<file path="config.mk">
export PLATFORM = sky130hd
export DESIGN_NAME = menu_nav_ctrl_flat
export DESIGN_NICKNAME = d
export VERILOG_FILES = /design/src/rtl/menu_nav_ctrl_if.sv /design/src/rtl/menu_nav_ctrl.sv /design/src/flat_wrapper.sv
export SDC_FILE = /design/constraint.sdc
export NUM_CORES = 1
export LEC_CHECK = 0
export ABC_AREA = 1
export CAP_MARGIN = 20
export CORE_MARGIN = 2
export CORE_UTILIZATION = 62
export DETAILED_ROUTE_END_ITERATION = 12
export PLACE_DENSITY = 0.82
export RECOVER_POWER = 100
export SETUP_SLACK_MARGIN = 0.15
export SYNTH_ARGS = -nofsm -noshare
export SYNTH_HDL_FRONTEND = slang
export SYNTH_SLANG_ARGS = --single-unit
</file>
<file path="constraint.sdc">
create_clock -name clk_50M -period 2.6 [get_ports clk_50M]
set_input_delay 0.65 -clock clk_50M [delete_from_list [all_inputs] [get_ports clk_50M]]
set_output_delay 0.65 -clock clk_50M [all_outputs]
set_load 0.01 [all_outputs]
</file>
<file path="src/rtl/menu_nav_ctrl_if.sv">
// Key-pulse inputs and menu-state outputs of the front-panel menu controller.
// Widths follow the controller's page/field/value parameters.
interface menu_nav_ctrl_if #(
    parameter int N_PAGES  = 3,
    parameter int N_FIELDS = 5,
    parameter int VAL_W    = 2
);
    localparam int PG_W = (N_PAGES  > 1) ? $clog2(N_PAGES)  : 1;
    localparam int FD_W = (N_FIELDS > 1) ? $clog2(N_FIELDS) : 1;

    logic                          key_left;
    logic                          key_right;
    logic                          key_up;
    logic                          key_down;
    logic                          key_confirm;
    logic                          key_quit;
    logic [PG_W-1:0]               page_sel;
    logic                          level;
    logic [FD_W-1:0]               field_sel;
    logic [(N_FIELDS-1)*VAL_W-1:0] field_vals;
    logic                          applied;
    logic                          apply_pulse;

    modport master (
        output key_left, key_right, key_up, key_down, key_confirm, key_quit,
        input  page_sel, level, field_sel, field_vals, applied, apply_pulse
    );

    modport slave (
        input  key_left, key_right, key_up, key_down, key_confirm, key_quit,
        output page_sel, level, field_sel, field_vals, applied, apply_pulse
    );
endinterface

</file>
<file path="src/rtl/menu_nav_ctrl.sv">
// Two-level front-panel menu: page select -> field edit -> apply, with an
// independent value bank per page.
module menu_nav_ctrl #(
    parameter int N_PAGES      = 3,
    parameter int N_FIELDS     = 5,
    parameter int VAL_W        = 2,
    parameter int VAL_MAX      = 3,
    parameter int KEEP_ON_QUIT = 0
) (
    input  logic             clk_50M,
    input  logic             rst_n,
    menu_nav_ctrl_if.slave   bus
);
    localparam int PG_W = (N_PAGES  > 1) ? $clog2(N_PAGES)  : 1;
    localparam int FD_W = (N_FIELDS > 1) ? $clog2(N_FIELDS) : 1;
    localparam int NV   = N_FIELDS - 1;

    typedef enum logic [1:0] {S_TOP, S_EDIT, S_APPLIED} state_t;
    typedef logic [VAL_W-1:0] val_t;

    state_t          state_q, state_d;
    logic [PG_W-1:0] page_q, page_d;
    logic [FD_W-1:0] field_q, field_d;
    logic            pulse_q, pulse_d;
    val_t            bank_q [N_PAGES][NV];
    val_t            bank_d [N_PAGES][NV];

    logic            quit_act, conf_act, ud_act, lr_act, on_apply;
    val_t            cur_val, new_val;
    logic [NV*VAL_W-1:0] vals;

    // Only the highest-priority key class acts; a held up/down pair still masks left/right.
    assign quit_act = bus.key_quit;
    assign conf_act = !bus.key_quit && bus.key_confirm;
    assign ud_act   = !bus.key_quit && !bus.key_confirm && (bus.key_up ^ bus.key_down);
    assign lr_act   = !bus.key_quit && !bus.key_confirm && !bus.key_up && !bus.key_down
                      && (bus.key_left ^ bus.key_right);
    assign on_apply = (field_q == FD_W'(NV));

    always_ff @(posedge clk_50M or negedge rst_n) begin
        if (!rst_n) begin
            state_q <= S_TOP;
            page_q  <= '0;
            field_q <= '0;
            pulse_q <= 1'b0;
            for (int unsigned p = 0; p < N_PAGES; p++)
                for (int unsigned k = 0; k < NV; k++)
                    bank_q[p][k] <= '0;
        end else begin
            state_q <= state_d;
            page_q  <= page_d;
            field_q <= field_d;
            pulse_q <= pulse_d;
            bank_q  <= bank_d;
        end
    end

    always_comb begin
        state_d = state_q;
        page_d  = page_q;
        field_d = field_q;
        pulse_d = 1'b0;
        bank_d  = bank_q;
        cur_val = '0;
        new_val = '0;
        if (!on_apply)
            cur_val = bank_q[page_q][field_q];
        if (bus.key_left)
            new_val = (cur_val == '0) ? val_t'(VAL_MAX) : cur_val - 1'b1;
        else
            new_val = (cur_val == val_t'(VAL_MAX)) ? '0 : cur_val + 1'b1;

        case (state_q)
            S_TOP: begin
                if (conf_act) begin
                    state_d = S_EDIT;
                    field_d = '0;
                end else if (lr_act) begin
                    if (bus.key_left)
                        page_d = (page_q == '0) ? PG_W'(N_PAGES - 1) : page_q - 1'b1;
                    else
                        page_d = (page_q == PG_W'(N_PAGES - 1)) ? '0 : page_q + 1'b1;
                end
            end
            default: begin
                if (quit_act) begin
                    state_d = S_TOP;
                    field_d = '0;
                    if (KEEP_ON_QUIT == 0)
                        for (int unsigned k = 0; k < NV; k++)
                            bank_d[page_q][k] = '0;
                end else if (conf_act) begin
                    if (on_apply) begin
                        state_d = S_APPLIED;
                        pulse_d = 1'b1;
                    end
                end else if (ud_act) begin
                    if (bus.key_up)
                        field_d = (field_q == '0) ? FD_W'(NV) : field_q - 1'b1;
                    else
                        field_d = on_apply ? '0 : field_q + 1'b1;
                end else if (lr_act && !on_apply) begin
                    bank_d[page_q][field_q] = new_val;
                    pulse_d = (state_q == S_APPLIED) && (new_val != cur_val);
                end
            end
        endcase
    end

    always_comb begin
        vals = '0;
        for (int unsigned k = 0; k < NV; k++)
            vals[k*VAL_W +: VAL_W] = bank_q[page_q][k];
    end

    assign bus.page_sel    = page_q;
    assign bus.level       = (state_q != S_TOP);
    assign bus.field_sel   = field_q;
    assign bus.field_vals  = vals;
    assign bus.applied     = (state_q == S_APPLIED);
    assign bus.apply_pulse = pulse_q;
endmodule

</file>
<file path="src/flat_wrapper.sv">
// flat-port wrapper written by rule: the top's interface ports become plain ports
module menu_nav_ctrl_flat 
#(
    parameter int N_PAGES      = 3,
    parameter int N_FIELDS     = 5,
    parameter int VAL_W        = 2,
    parameter int VAL_MAX      = 3,
    parameter int KEEP_ON_QUIT = 0
)
  (clk_50M, rst_n, bus_key_left, bus_key_right, bus_key_up, bus_key_down, bus_key_confirm, bus_key_quit, bus_page_sel, bus_level, bus_field_sel, bus_field_vals, bus_applied, bus_apply_pulse);
  menu_nav_ctrl_if #(.N_PAGES(N_PAGES), .N_FIELDS(N_FIELDS), .VAL_W(VAL_W)) bus_i ();
  input  logic clk_50M;
  input  logic rst_n;
  input wire logic [$bits(bus_i.key_left)-1:0] bus_key_left;
  input wire logic [$bits(bus_i.key_right)-1:0] bus_key_right;
  input wire logic [$bits(bus_i.key_up)-1:0] bus_key_up;
  input wire logic [$bits(bus_i.key_down)-1:0] bus_key_down;
  input wire logic [$bits(bus_i.key_confirm)-1:0] bus_key_confirm;
  input wire logic [$bits(bus_i.key_quit)-1:0] bus_key_quit;
  output wire logic [$bits(bus_i.page_sel)-1:0] bus_page_sel;
  output wire logic [$bits(bus_i.level)-1:0] bus_level;
  output wire logic [$bits(bus_i.field_sel)-1:0] bus_field_sel;
  output wire logic [$bits(bus_i.field_vals)-1:0] bus_field_vals;
  output wire logic [$bits(bus_i.applied)-1:0] bus_applied;
  output wire logic [$bits(bus_i.apply_pulse)-1:0] bus_apply_pulse;
  assign bus_i.key_left = bus_key_left;
  assign bus_i.key_right = bus_key_right;
  assign bus_i.key_up = bus_key_up;
  assign bus_i.key_down = bus_key_down;
  assign bus_i.key_confirm = bus_key_confirm;
  assign bus_i.key_quit = bus_key_quit;
  assign bus_page_sel = bus_i.page_sel;
  assign bus_level = bus_i.level;
  assign bus_field_sel = bus_i.field_sel;
  assign bus_field_vals = bus_i.field_vals;
  assign bus_applied = bus_i.applied;
  assign bus_apply_pulse = bus_i.apply_pulse;
  menu_nav_ctrl #(.N_PAGES(N_PAGES), .N_FIELDS(N_FIELDS), .VAL_W(VAL_W), .VAL_MAX(VAL_MAX), .KEEP_ON_QUIT(KEEP_ON_QUIT)) u_core (.clk_50M(clk_50M), .rst_n(rst_n), .bus(bus_i));
endmodule
</file>
==> results.yml <==
yosys:
  synth_commonest_cells: "nand2_1, inv_1, dfrtp_1"
  synth.most_common_cell: "nand2_1"
  synth_top_cell_by_area: "dfrtp_1"
  synth_top_area_frac: 0.3062
  synth_warnings: 0
  syn_avg_cell_area_um2: 7.284
  yosys_most_used_dff: "dfrtp_1"
  synthCells: 359
  synth_area_mm2: 0.002615
  synthTopCellsByArea: "dfrtp_1, nand2_1, nand3_2"
  syn-num-nets: 377
  ys_seq_elements: 32
  synthArstFlopShare: 1.000
  synth_seq_area_share: 0.3062
  synth-edff-count: 0
  yosysUniqueCellTypes: 34
placed_design:
  portBuffers: 23
  routabilityCongestion: 0.8689
  dpl.hpwl_um: 4866
grt:
  grt_overflow: 0
  grt_pass1_vias: 2347
  grt_pass1_wl_um: 11030
  grt_antenna_before_repair: 0
  grt_usage: 0.3170
  grt_max_degree: 33
cts:
  cts-root-buf: "clkbuf_8"
  cts_num_sinks: 32
  hold_buffers: 0
  cts_tree: "done"
  numCtsBuffers: 5
  clockBufferDepth: 2
  h-tree-depth: 2
  path_clk_slew_ps: 70
  clk_latency_ps: 290
min_path:
  min_to: "u_core.state_q[1]"
  hold_path_class: "reg -> reg"
  hp-start: "u_core.state_q[1]"
  hold_depth: 2
sta:
  finalCritPeriodShare: 0.9244
  skew_ps: 10.49
  slew_viol_final: 0
  setup_viol: 0
  timing.slew.headroom: 0.4278
  final-hold-violation-count: 0
  fin_setup_tns_ps: 0
  max_freq_mhz: 416.1
  min_period_ps: 2403
  worst_slew_pin_slew_ps: 858.3
  rsz0062_at_grt: "no"
final_layout:
  area_growth_pct: 13.21
  n_antenna_cell: 0
  drive_gt1_frac: 0.1462
  fill_cells: 352
  nNetsFinal: 407
  seqCellArea_um2: 800.8
  multi_input_area_mm2: 0.001481
critical_path:
  r2r_start: "u_core.bus.field_sel[0]"
  r2r-end: "u_core.bank_q[5]"
  ff2ff_path_depth: 8
  critPathMaxStageDelay_ps: 500
  critPathArrivalTime_ps: 2580
  cp_data_required_time_ps: 2780
  critPathKind: "in -> reg"
  startpoint_type: "input port"
  critPathBufInv: 3
  crit_chain: "clkdlybuf4s50_1, clkbuf_2, nor2_1, nor2_1, buf_4, nand3_1, nor2_1, a21oi_2"
  slowest_stage: "clkdlybuf4s50_1"
  cp_common_cell: "nor2_1"
  end_kind: "flip-flop"
  cp_max_fo: 26
  rrSetupSlack_ps: 300
  crit_family: "buffers and inverters"
route:
  route.detailed.wl_per_inst_um: 15.65
  firstDrtPassIters: 5
  routed_via_density: 5.939
  ant_nets: 0
  route.vias.total: 2613
  routed_wl_um: 6887
  drc: 0
  drt-initial-drc-count: 322
flow_run:
  cap_violations: 0
pwr:
  powerDensity_mw_per_mm2: 1200
  ir_drop_uv: 649.9
  p_leak_uw: 0.001421
  finalPower_uw: 3551
floorplan:
  die_height_um: 68.95
  ios: 24
  die_w_um: 68.95
  coreArea_mm2: 0.004029
  start_util: 0.6491
  dieArea_mm2: 0.004753
  rows: 23
run_status:
  outcome: "finished, final reports clean"
power breakdown:
group | total [uW] | switching (uW) | internal, uW
clock network | 395 | 208 | 187
registers | 816 | 143 | 672
logic | 2340 | 1530 | 814
what timing repair did:
| item | 4_1_cts | 5_1_grt |
|---|---|---|
| setup buffers | 1 | 0 |
| setup endpoints to repair | 8 | 10 |
| gates resized for setup | 2 | 8 |
placed cells by master (no fill, tap or decap), drive strengths merged:
| master | instances |
|---|---|
| nand3 | 53 |
| o2111ai | 1 |
| clkbuf | 8 |
| nor2 | 23 |
| or2 | 1 |
| nor4 | 1 |
| dlygate4sd3 | 8 |
| ha | 10 |
| o211ai | 1 |
| clkdlybuf4s25 | 5 |
| nand3b | 1 |
| dfrtp | 32 |
| clkinv | 6 |
| a22o | 1 |
| xnor2 | 1 |
| o31ai | 1 |
| dlymetal6s2s | 2 |
| nand4 | 1 |
| nor3 | 21 |
| xor2 | 1 |
| a21oi | 14 |
| inv | 47 |
| o21ai | 31 |
| a32oi | 12 |
| buf | 10 |
| nand2 | 90 |
| clkdlybuf4s50 | 8 |
worst max path at each step:
stage                                      start                 to  slack, ps  cells past startpoint
after floorplan                     bus_key_quit  u_core.bank_q[13]        690                     10
after global placement              bus_key_quit  u_core.bank_q[11]        200                      9
after detailed placement            bus_key_quit  u_core.bank_q[11]        140                      9
after CTS                 u_core.bus.page_sel[0]  bus_field_vals[7]        160                      5
after global routing                bus_key_quit   u_core.bank_q[5]         80                      8
final                               bus_key_quit   u_core.bank_q[5]        200                      8
state kept, by name (all words and copies together), names as in the netlist:
register and count:
u_core.bus.apply_pulse 1, u_core.state_q 2, u_core.bus.page_sel 2, u_core.bank_q 24
u_core.bus.field_sel 3
cells by family after synthesis:
group                    Yosys count  synth area share
buffers and inverters             63            0.1067
flip-flops                        32            0.3062
XOR/XNOR                           2          0.006700
AND/OR/NAND/NOR                  191            0.3780
AO/OA/AOI/OAI                     61            0.1545
adder cells (fa/ha/maj)           10           0.04785
layer usage:
layer  up-vias  GRT usage  wire [um]
met5         -          0          0
met4         0     0.1078         99
met3        14    0.04221        466
met2       102     0.5385       3329
met1      1237     0.4142       2990
li1       1260          -          -
metrics by stage:
stage	hold slack, ps	utilization	cells	cell area, um2	setup WS, ps
global route	544.0	0.7348	440	2960	83.14
finish	516.2	0.7348	440	2960	196.6
floorplan	354.4	-	359	2615	687.8
CTS	514.5	0.7494	440	3019	159.2
global placement	481.6	0.7217	431	2908	200.3
detailed placement	497.3	0.7217	431	2908	138.8
cell type report:
cell class | count | share of cell area
multi-input cells | 264 | 0.5004
flip-flops and latches | 32 | 0.2705
repair buffers | 36 | 0.1137
inverters | 50 | 0.06467
clock buffers | 5 | 0.02325
well taps | 50 | 0.02113
clock inverters | 3 | 0.006340
worst register-to-register path: cells and delay by family (launching register included):
kind	cells	cell delay, ps
flops	1	560
simple gates	5	1090
buf+inv	1	190
fa+ha+maj	1	290
compound gates	1	70
No activity file was read; power rests on OpenSTA's default activity.
